File: src/rtl/bp_pkg.sv
// bp_pkg: shared branch-predictor definitions.
// Holds the default feature and history widths. These are the values the
// ai_pred instance and bp_feat_queue must both be built with. The package
// also holds the in-flight entry layout at those default widths.
package bp_pkg;

  localparam int BP_FEAT     = 8;
  localparam int BP_GHR_BITS = 4;
  localparam int BP_DEPTH    = 8;
  localparam int BP_PC_W     = 32;

  // One in-flight branch: features sent to ai_pred, the prediction made, and
  // the speculative GHR as it was before this branch shifted in.
  typedef struct packed {
    logic [BP_FEAT-1:0]     features;
    logic                   pred;
    logic [BP_GHR_BITS-1:0] ghr_ckpt;
  } bp_entry_t;

endpackage

File: src/rtl/bp_inflight_fifo.sv
// bp_inflight_fifo: circular buffer of in-flight branch entries.
// Ports:
//   clk, rst_n       clock, async active-low reset
//   push, wdata      write one entry (caller guarantees !full)
//   pop              retire the head entry (caller guarantees !empty)
//   clear            drop every entry: rd_ptr jumps to wr_ptr, count -> 0
//   rdata            head entry, combinational
//   full, empty      status flags
//   count            entries held
module bp_inflight_fifo #(
  parameter int W     = 13,
  parameter int DEPTH = 8,
  localparam int AW   = $clog2(DEPTH),
  localparam int CW   = AW + 1
) (
  input  logic          clk,
  input  logic          rst_n,
  input  logic          push,
  input  logic [W-1:0]  wdata,
  input  logic          pop,
  input  logic          clear,
  output logic [W-1:0]  rdata,
  output logic          full,
  output logic          empty,
  output logic [CW-1:0] count
);

  logic [W-1:0]  mem [DEPTH];
  logic [AW-1:0] wr_ptr;
  logic [AW-1:0] rd_ptr;
  logic [CW-1:0] count_q;
  logic [CW-1:0] count_nxt;

  assign rdata = mem[rd_ptr];
  assign count = count_q;
  assign full  = (count_q == CW'(DEPTH));
  assign empty = (count_q == CW'(0));

  // Storage array; entries need no reset because count gates visibility.
  always_ff @(posedge clk) begin
    if (push && !clear) begin
      mem[wr_ptr] <= wdata;
    end
  end

  // Next occupancy from the push/pop pair; clear wins over both.
  always_comb begin
    count_nxt = count_q;
    if (clear) begin
      count_nxt = CW'(0);
    end else begin
      case ({push, pop})
        2'b10:   count_nxt = count_q + CW'(1);
        2'b01:   count_nxt = count_q - CW'(1);
        default: count_nxt = count_q;
      endcase
    end
  end

  // Pointer and count registers; pointers wrap naturally (DEPTH is 2^AW).
  always_ff @(posedge clk or negedge rst_n) begin
    if (!rst_n) begin
      wr_ptr  <= AW'(0);
      rd_ptr  <= AW'(0);
      count_q <= CW'(0);
    end else begin
      count_q <= count_nxt;
      if (clear) begin
        rd_ptr <= wr_ptr;
      end else begin
        if (push) wr_ptr <= wr_ptr + AW'(1);
        if (pop)  rd_ptr <= rd_ptr + AW'(1);
      end
    end
  end

endmodule

File: src/rtl/bp_feat_queue.sv
// bp_feat_queue: feature generator and in-flight branch tracker for ai_pred.
// Ports:
//   clk, rst_n                 clock, async active-low reset
//   fetch_valid, fetch_pc      branch presented by fetch
//   fetch_ready                queue not full
//   predict_en, features       combinational prediction request to ai_pred
//   pred_taken                 ai_pred prediction, same cycle
//   ex_valid, ex_taken         resolution of the oldest in-flight branch
//   ex_mispredict              combinational: head prediction was wrong
//   flush                      pipeline flush, kills all in-flight entries
//   train_en, train_features,
//   actual_taken               registered training port to ai_pred
//   occupancy                  entries held
//   resolve_cnt, mispred_cnt   saturating event counters
//   underflow_err              sticky: resolve seen with an empty queue
module bp_feat_queue
  import bp_pkg::*;
#(
  parameter int FEAT     = BP_FEAT,
  parameter int GHR_BITS = BP_GHR_BITS,
  parameter int DEPTH    = BP_DEPTH,
  parameter int PC_W     = BP_PC_W
) (
  input  logic                     clk,
  input  logic                     rst_n,
  input  logic                     fetch_valid,
  input  logic [PC_W-1:0]          fetch_pc,
  output logic                     fetch_ready,
  output logic                     predict_en,
  output logic [FEAT-1:0]          features,
  input  logic                     pred_taken,
  input  logic                     ex_valid,
  input  logic                     ex_taken,
  output logic                     ex_mispredict,
  input  logic                     flush,
  output logic                     train_en,
  output logic [FEAT-1:0]          train_features,
  output logic                     actual_taken,
  output logic [$clog2(DEPTH):0]   occupancy,
  output logic [31:0]              resolve_cnt,
  output logic [31:0]              mispred_cnt,
  output logic                     underflow_err
);

  // Same layout as bp_entry_t, but sized by this instance's parameters.
  typedef struct packed {
    logic [FEAT-1:0]     features;
    logic                pred;
    logic [GHR_BITS-1:0] ghr_ckpt;
  } entry_t;

  // Shift one outcome into a history register (oldest bit falls off).
  function automatic logic [GHR_BITS-1:0] shift_in(input logic [GHR_BITS-1:0] h,
                                                   input logic b);
    logic [GHR_BITS-1:0] r;
    r    = h << 1;
    r[0] = b;
    return r;
  endfunction

  logic [GHR_BITS-1:0] ghr;
  logic [GHR_BITS-1:0] arch_ghr;
  logic [GHR_BITS-1:0] ghr_nxt;
  logic [GHR_BITS-1:0] arch_ghr_nxt;
  entry_t              wentry;
  entry_t              head;
  logic                full;
  logic                empty;
  logic                resolve;
  logic                push;
  logic                clear;
  logic                unused_pc_bits;

  assign features      = {fetch_pc[FEAT-GHR_BITS+1:2], ghr};
  assign fetch_ready   = !full;
  assign predict_en    = fetch_valid & fetch_ready;
  assign resolve       = ex_valid & !empty;
  assign ex_mispredict = resolve & (ex_taken != head.pred);
  // A mispredict or flush kills the wrong path, including this cycle's fetch.
  assign push          = predict_en & !ex_mispredict & !flush;
  assign clear         = flush | ex_mispredict;
  assign unused_pc_bits = ^{fetch_pc[PC_W-1:FEAT-GHR_BITS+2], fetch_pc[1:0]};

  assign wentry.features = features;
  assign wentry.pred     = pred_taken;
  assign wentry.ghr_ckpt = ghr;

  bp_inflight_fifo #(
    .W     ($bits(entry_t)),
    .DEPTH (DEPTH)
  ) u_fifo (
    .clk   (clk),
    .rst_n (rst_n),
    .push  (push),
    .wdata (wentry),
    .pop   (resolve),
    .clear (clear),
    .rdata (head),
    .full  (full),
    .empty (empty),
    .count (occupancy)
  );

  // History repair priority: flush restores the committed history (after this
  // cycle's resolve), a mispredict replays from the head checkpoint, otherwise
  // a accepted fetch shifts its prediction in.
  always_comb begin
    arch_ghr_nxt = arch_ghr;
    ghr_nxt      = ghr;
    if (resolve) begin
      arch_ghr_nxt = shift_in(arch_ghr, ex_taken);
    end else begin
      arch_ghr_nxt = arch_ghr;
    end
    if (flush) begin
      ghr_nxt = arch_ghr_nxt;
    end else if (ex_mispredict) begin
      ghr_nxt = shift_in(head.ghr_ckpt, ex_taken);
    end else if (push) begin
      ghr_nxt = shift_in(ghr, pred_taken);
    end else begin
      ghr_nxt = ghr;
    end
  end

  // History registers.
  always_ff @(posedge clk or negedge rst_n) begin
    if (!rst_n) begin
      ghr      <= GHR_BITS'(0);
      arch_ghr <= GHR_BITS'(0);
    end else begin
      ghr      <= ghr_nxt;
      arch_ghr <= arch_ghr_nxt;
    end
  end

  // Training port: one-cycle strobe carrying the resolved head's features.
  always_ff @(posedge clk or negedge rst_n) begin
    if (!rst_n) begin
      train_en       <= 1'b0;
      train_features <= FEAT'(0);
      actual_taken   <= 1'b0;
    end else begin
      train_en <= resolve;
      if (resolve) begin
        train_features <= head.features;
        actual_taken   <= ex_taken;
      end
    end
  end

  // Saturating event counters and the sticky underflow flag.
  always_ff @(posedge clk or negedge rst_n) begin
    if (!rst_n) begin
      resolve_cnt   <= 32'd0;
      mispred_cnt   <= 32'd0;
      underflow_err <= 1'b0;
    end else begin
      if (resolve && (resolve_cnt != 32'hFFFF_FFFF)) begin
        resolve_cnt <= resolve_cnt + 32'd1;
      end
      if (ex_mispredict && (mispred_cnt != 32'hFFFF_FFFF)) begin
        mispred_cnt <= mispred_cnt + 32'd1;
      end
      if (ex_valid && empty) begin
        underflow_err <= 1'b1;
      end
    end
  end

endmodule

File: config.mk
export PLATFORM = sky130hd
export DESIGN_NAME = bp_feat_queue
export DESIGN_NICKNAME = d
export VERILOG_FILES = /design/src/rtl/bp_pkg.sv /design/src/rtl/bp_inflight_fifo.sv /design/src/rtl/bp_feat_queue.sv
export SDC_FILE = /design/constraint.sdc
export NUM_CORES = 1
export LEC_CHECK = 0
export ABC_AREA = 1
export BUFFER_PORTS_ARGS = -buffer_cell sky130_fd_sc_hd__buf_2
export CORE_MARGIN = 2
export CORE_UTILIZATION = 25
export CTS_CLUSTER_DIAMETER = 50
export DETAILED_ROUTE_END_ITERATION = 10
export HOLD_SLACK_MARGIN = 0.02
export SKIP_CTS_REPAIR_TIMING = 1
export SLEW_MARGIN = 20
export SYNTH_ARGS = -nofsm -noshare
export SYNTH_HDL_FRONTEND = slang
export SYNTH_SLANG_ARGS = --single-unit
File: constraint.sdc
create_clock -name clk -period 5.6 [get_ports clk]
set_input_delay 1.12 -clock clk [delete_from_list [all_inputs] [get_ports clk]]
set_output_delay 1.12 -clock clk [all_outputs]
set_load 0.01 [all_outputs]
Word-level counts from Yosys, hierarchy flattened --
Memories as Yosys holds them, arrays and structs flattened. Cells that the tools add are included.
Word-level totals: output and inout port bits 90, register bits 93, bits of input ports 39, RAM bits 104, memories kept 1, logic and storage cells 55
Cells by class: eq/ne operators 6, reduce and logical (&&, ||, !) cells 14, add/sub/neg operators 6, multiplexer cells 10, bitwise gates (word level) 7
Memories:
- u_fifo.mem | depth 8, bits a word 13, read ports 1, clocked after Yosys merged registers in 0, wr ports 1, RTL line bp_inflight_fifo.sv:28 | logic [W-1:0] mem [DEPTH];
Operator list (count):
- adder 32 x 1 -> 32 bit, second input constant | 2
- inequality test 32 bit, second input constant | 2
- two-way mux 4 bit | 5
- case mux 4 bit (2 select lines) | 1
- adder 3 x 1 -> 3 bit, second input constant | 2
- two-way mux 3 bit | 2
- nonzero test 3 bit | 2
- AND 1 bit | 5
- zero test 1 bit | 5
- adder 4 x 1 -> 4 bit, second input constant | 1
- equality test 4 bit, second input constant | 1
- logical AND 1 bit | 4
- zero test 4 bit | 1
- subtractor 4 x 1 -> 4 bit, second input constant | 1
- equality test 2 x 1 -> 1 bit, second input constant | 1
- equality test 2 bit, second input constant | 1
- two-way mux 1 bit | 2
- AND reduction 2 bit | 1
- nonzero test 2 bit | 1
- inequality test 1 bit | 1
- inverter 1 bit | 1
- bitwise OR 1 bit | 1

Depth between registers and ports, before layout --
word-level depth 10, mapped depth 20, depth with buffers taken out 20

Cells and area by module --
From an unflattened synthesis, not the netlist that was laid out.
Second synthesis, totals: cells, all modules 1187, area total of the unflattened synthesis 9900.7 um^2
Modules (own cells, without submodules):
- bp_feat_queue | cells each 774, seq. area each 2077.0 um^2, area each 5114.9 um^2, times used 1
- bp_inflight_fifo | cells each 413, seq. area each 3373.2 um^2, area each 4785.8 um^2, times used 1

Least setup slack after synthesis --
Ideal clock, no wire load.
path type input port to flip-flop, start in ex_valid, end reg u_fifo.count_q[3] (netlist: u_fifo.count[3]), arrival 2695 ps, path buffers 0, data required time 5483 ps, setup slack 2788 ps, stages 15, library setup time 117 ps, path through nand2_1 inv_2 nand3_2 nand3_2 nand2_1 inv_1 ha_1 a21oi_1 nand2_1 xor2_1 nand3_1 nand2_1 inv_1 nand2_1 nand2_1
Between the ends: cells in the longest elaborated chain, start to end 8, elaborated cells between the ends (all ways) 11, classes of those cells eq/ne (2); mux (2); bitwise (5); reduce/logical (2)
RTL lines:
- start, declared | RTL line bp_feat_queue.sv:32 | input logic ex_valid,
- AND 1 bit * | RTL line bp_feat_queue.sv:77 | assign resolve = ex_valid & !empty;
- AND 1 bit | RTL line bp_feat_queue.sv:78 | assign ex_mispredict = resolve & (ex_taken != head.pred);
- zero test 1 bit | RTL line bp_feat_queue.sv:80 | assign push = predict_en & !ex_mispredict & !flush;
- AND 1 bit (2 in a row) | RTL line bp_feat_queue.sv:80
- equality test 2 x 1 -> 1 bit / equality test 2 bit (equally long branches) | RTL line bp_inflight_fifo.sv:52 | case ({push, pop})
- case mux 4 bit (2 select lines) | RTL line bp_inflight_fifo.sv:52
- two-way mux 4 bit | RTL line bp_inflight_fifo.sv:49 | if (clear) begin
- end signal, assigned | RTL line bp_inflight_fifo.sv:67 | count_q <= count_nxt;
- end, declared | RTL line bp_inflight_fifo.sv:31 | logic [CW-1:0] count_q;
Mark *: on every way between the ends. The rest lies on a longest branch, timed or not. A chain may end at the register's enable or synchronous reset.

Worst setup path in the final report --
start reg u_fifo.rd_ptr[0], end out ex_mispredict
Between the ends: cells in the longest elaborated chain, start to end 3
RTL lines:
- start, declared | RTL line bp_inflight_fifo.sv:30 | logic [AW-1:0] rd_ptr;
- start signal, assigned | RTL line bp_inflight_fifo.sv:69 | rd_ptr <= wr_ptr;
- start signal, assigned | RTL line bp_inflight_fifo.sv:72 | if (pop) rd_ptr <= rd_ptr + AW'(1);
- memory read (8 x 13 bit)
- inequality test 1 bit | RTL line bp_feat_queue.sv:78
- AND 1 bit | RTL line bp_feat_queue.sv:78
- end, declared | RTL line bp_feat_queue.sv:34 | output logic ex_mispredict,
No other way between the ends.

==> flow_metrics.py <==
metrics = {
    "critical_path": {
        "r2r_end": "u_fifo.mem[6][11]",
        "criticalPathCategory": "flip-flop to output pin",
        "cp.arrival_ns": 2.48,
        "crit_path_end": "ex_mispredict",
        "r2r-start": "u_fifo.rd_ptr[0]",
        "cp.required_ns": 4.48,
        "critPathLaunchType": "flip-flop",
        "rrSetupSlack_ns": 2.11,
        "end_kind": "output pin",
        "worstSetupStartpoint": "u_fifo.rd_ptr[0]",
        "rr_worst_depth": 11,
        "path_max_fanout": 39,
    },
    "placed_design": {
        "place.port_buffers": 100,
        "dp.final_hpwl_mm": 14.4,
        "gp_congestion": 0.838,
        "placed_area_mm2": 0.00885,
    },
    "detailed_routing": {
        "finalWirelength_mm": 20.4,
        "ant_nets": 0,
        "drtPass1Iterations": 5,
        "drc": 0,
        "dr.first_iter.drc_count": 339,
        "viasPerCell": 4.52,
        "wl_per_cell_um": 15.0,
        "vias": 6166,
    },
    "floorplan": {
        "core_area_mm2": 0.0315,
        "die_w_um": 182,
        "rows": 65,
        "start_util_pct": 25.3,
        "die_area_mm2": 0.0333,
        "chipHeight_um": 182,
        "num_io_pins": 129,
    },
    "timing": {
        "hold-worst-slack_ns": 0.466,
        "fmax_ghz": 0.278,
        "fin_crit_sh_pct": 64.3,
        "finalSetupViolCount": 0,
        "tightest_slew_ns": 1.01,
        "slew_headroom_pct": 32.3,
        "timing_max_transition_violations_final": 0,
        "rsz0062_at_grt": "no",
        "period_minus_slack_ns": 3.60,
        "hold_violations": 0,
        "clock_skew_ns": 0.0158,
        "finalSetupTns_ns": 0,
    },
    "clocking": {
        "clk_path_buf_depth": 2,
        "h-tree-depth": 4,
        "cts_tree": "yes",
        "cts-root-buf": "clkbuf_16",
        "clk_latency_ns": 0.44,
        "clk_pin_slew_ns": 0.07,
        "cts_buffers": 17,
        "numClockSinks": 165,
    },
    "synthesis": {
        "synth_nets": 897,
        "synthAdderAreaFrac_pct": 1.19,
        "muxShareOfSynthArea_pct": 0.126,
        "yosysWarnings": 0,
        "synthFlopType": "dfrtp_1",
        "async_reset_ff_share_pct": 56.4,
        "synth_top_family_by_area": "simple AND/OR/NAND/NOR gates",
        "ys_seq_area_share_pct": 56.4,
        "synth_cells": 851,
        "synth_edf_count": 72,
        "synth-xor-area-share_pct": 6.60,
        "synthSimpleGateAreaFrac_pct": 23.1,
        "synth_top_area_cell": "dfrtp_1",
        "synth_compound_area_share_pct": 6.91,
        "syn_area_per_cell_um2": 9.36,
        "yosysUniqueCellTypes": 42,
        "synth_top_area_share_pct": 29.2,
        "netlist_top_cells_area": "dfrtp_1 (29%), edfxtp_1 (27%), nand2_1 (10%)",
        "synth_seq_cells": 165,
        "syn_area_mm2": 0.00796,
    },
    "global_route": {
        "antenna_found_initial": 0,
        "grt_usage_pct": 12.8,
        "grt_remaining_overflow": 0,
        "grt_pass1_wl_mm": 33.7,
        "grt_max_degree": 55,
        "grt_pass1_vias": 6142,
    },
    "worst_hold_path": {
        "holdCritPathClass": "flip-flop to flip-flop",
    },
    "final_layout": {
        "stdcell_area_mm2": 0.00948,
        "drive_above_1_share_pct": 17.4,
        "multi_input_area_mm2": 0.00303,
        "seqCellArea_mm2": 0.00449,
        "syn_to_final_growth_pct": 19.1,
        "fill_cells": 3263,
        "nets": 995,
        "final_common_cell": "nand2_1",
        "mostFrequentLayoutCells": "nand2_1 (216), buf_2 (99), dfrtp_1 (93)",
        "antenna_cells": 0,
    },
    "power_and_ir_drop": {
        "seqPwrFrac_pct": 41.7,
        "leakage_uw": 0.00415,
        "intPower_uw": 2500,
        "swShare_pct": 38.1,
        "power_switching_uw": 1540,
        "power_per_cell_area_mw_per_mm2": 426,
        "ir_drop_v": 0.000188,
        "combPwrFrac_pct": 27.9,
        "clkPwrFrac_pct": 30.4,
    },
    "flow_run": {
        "max_cap_violations": 0,
    },
    "outcome": {
        "outcome": "complete, no violations",
    },
}
[metrics by stage]
stage | power (µW) | utilization (%) | cells | setup WS, ns
floorplan | 2440 | - | 851 | 2.79
global placement | 2830 | 28.1 | 1332 | 1.89
detailed placement | 2850 | 28.1 | 1332 | 1.86
CTS | 4100 | 30.1 | 1364 | 1.92
global route | 4310 | 30.1 | 1364 | 1.80
finish | 4040 | 30.1 | 1364 | 2.00
[power by group through the flow]
stage               clock network (µW)  logic (µW)  registers [µW]
detailed placement                   0        1150            1710
finish                            1230        1130            1690
CTS                               1260        1150            1690
global placement                     0        1130            1700
floorplan                            0         725            1710
global route                      1310        1280            1720
[cells by family after synthesis]
group | after synthesis
xor gates and xnor gates | 60
muxes | 1
AOI/OAI and AO/OA | 97
buffers and inverters | 104
adders and majority gates | 7
and+or+nand+nor | 417
DFF | 165
[how the worst min path moves through the flow]
stage	start	cells after the start	slack [ns]	to
3_5_place_dp	underflow_err	1	0.45	underflow_err
3_3_place_gp	underflow_err	1	0.45	underflow_err
6_report	underflow_err	1	0.47	underflow_err
2_1_floorplan	arch_ghr[3]	2	0.45	arch_ghr[3]
4_1_cts	underflow_err	1	0.47	underflow_err
5_1_grt	underflow_err	1	0.50	underflow_err
[layout make-up]
type                       instances  share of cell area (%)
multi-input combinational        582                    31.9
timing repair buffer             105                    5.70
sequential                       165                    47.3
clock inverter                    15                    2.12
clock buffer                      17                    4.49
tap                              402                    5.30
inverter                          78                    3.09
[cell usage after synthesis (2+ instances only)]
master	count
o21ai_0	61
dfrtp_1	93
nand2_1	216
o21ai_1	6
nor2_1	91
xor2_1	40
nand4_1	19
nand2_2	3
buf_6	2
nor3_2	2
buf_4	6
xnor2_1	20
buf_2	7
nor4_1	9
or2_2	2
nor2_2	4
ha_1	6
inv_1	74
nand3_1	33
nand3_2	2
nor2_4	4
clkbuf_1	9
a21oi_1	3
inv_2	4
o221ai_1	6
o211ai_1	8
o22ai_1	10
edfxtp_1	72
nor3_1	26
[metal layers]
layer  GRT usage [%]  share of wire, %  vias up
met5               0                 0        -
met4            5.03               2.0        0
met3            2.75               4.4       27
met2            21.3                48      149
met1            16.3                46     2964
li1                -                 -     3026
[sequential cells by signal, summed over array words and instances (netlist names)]
register / flops
ghr: 4
train_en: 1
mispred_cnt: 32
resolve_cnt: 32
u_fifo.rd_ptr: 3
u_fifo.wr_ptr: 3
underflow_err: 1
train_features: 8
actual_taken: 1
u_fifo.count: 4
u_fifo.mem: 72
arch_ghr: 4
[worst max-delay path: stages, from the launching register on]
cell	delay (ns)
dfrtp_1	0.36
buf_4	0.26
inv_2	0.50
nand2_1	0.10
nand3_1	0.10
nand3_1	0.14
nand3_1	0.17
nand2_1	0.10
nor2_4	0.14
buf_2	0.17
Power figures use the tool's default switching activity.
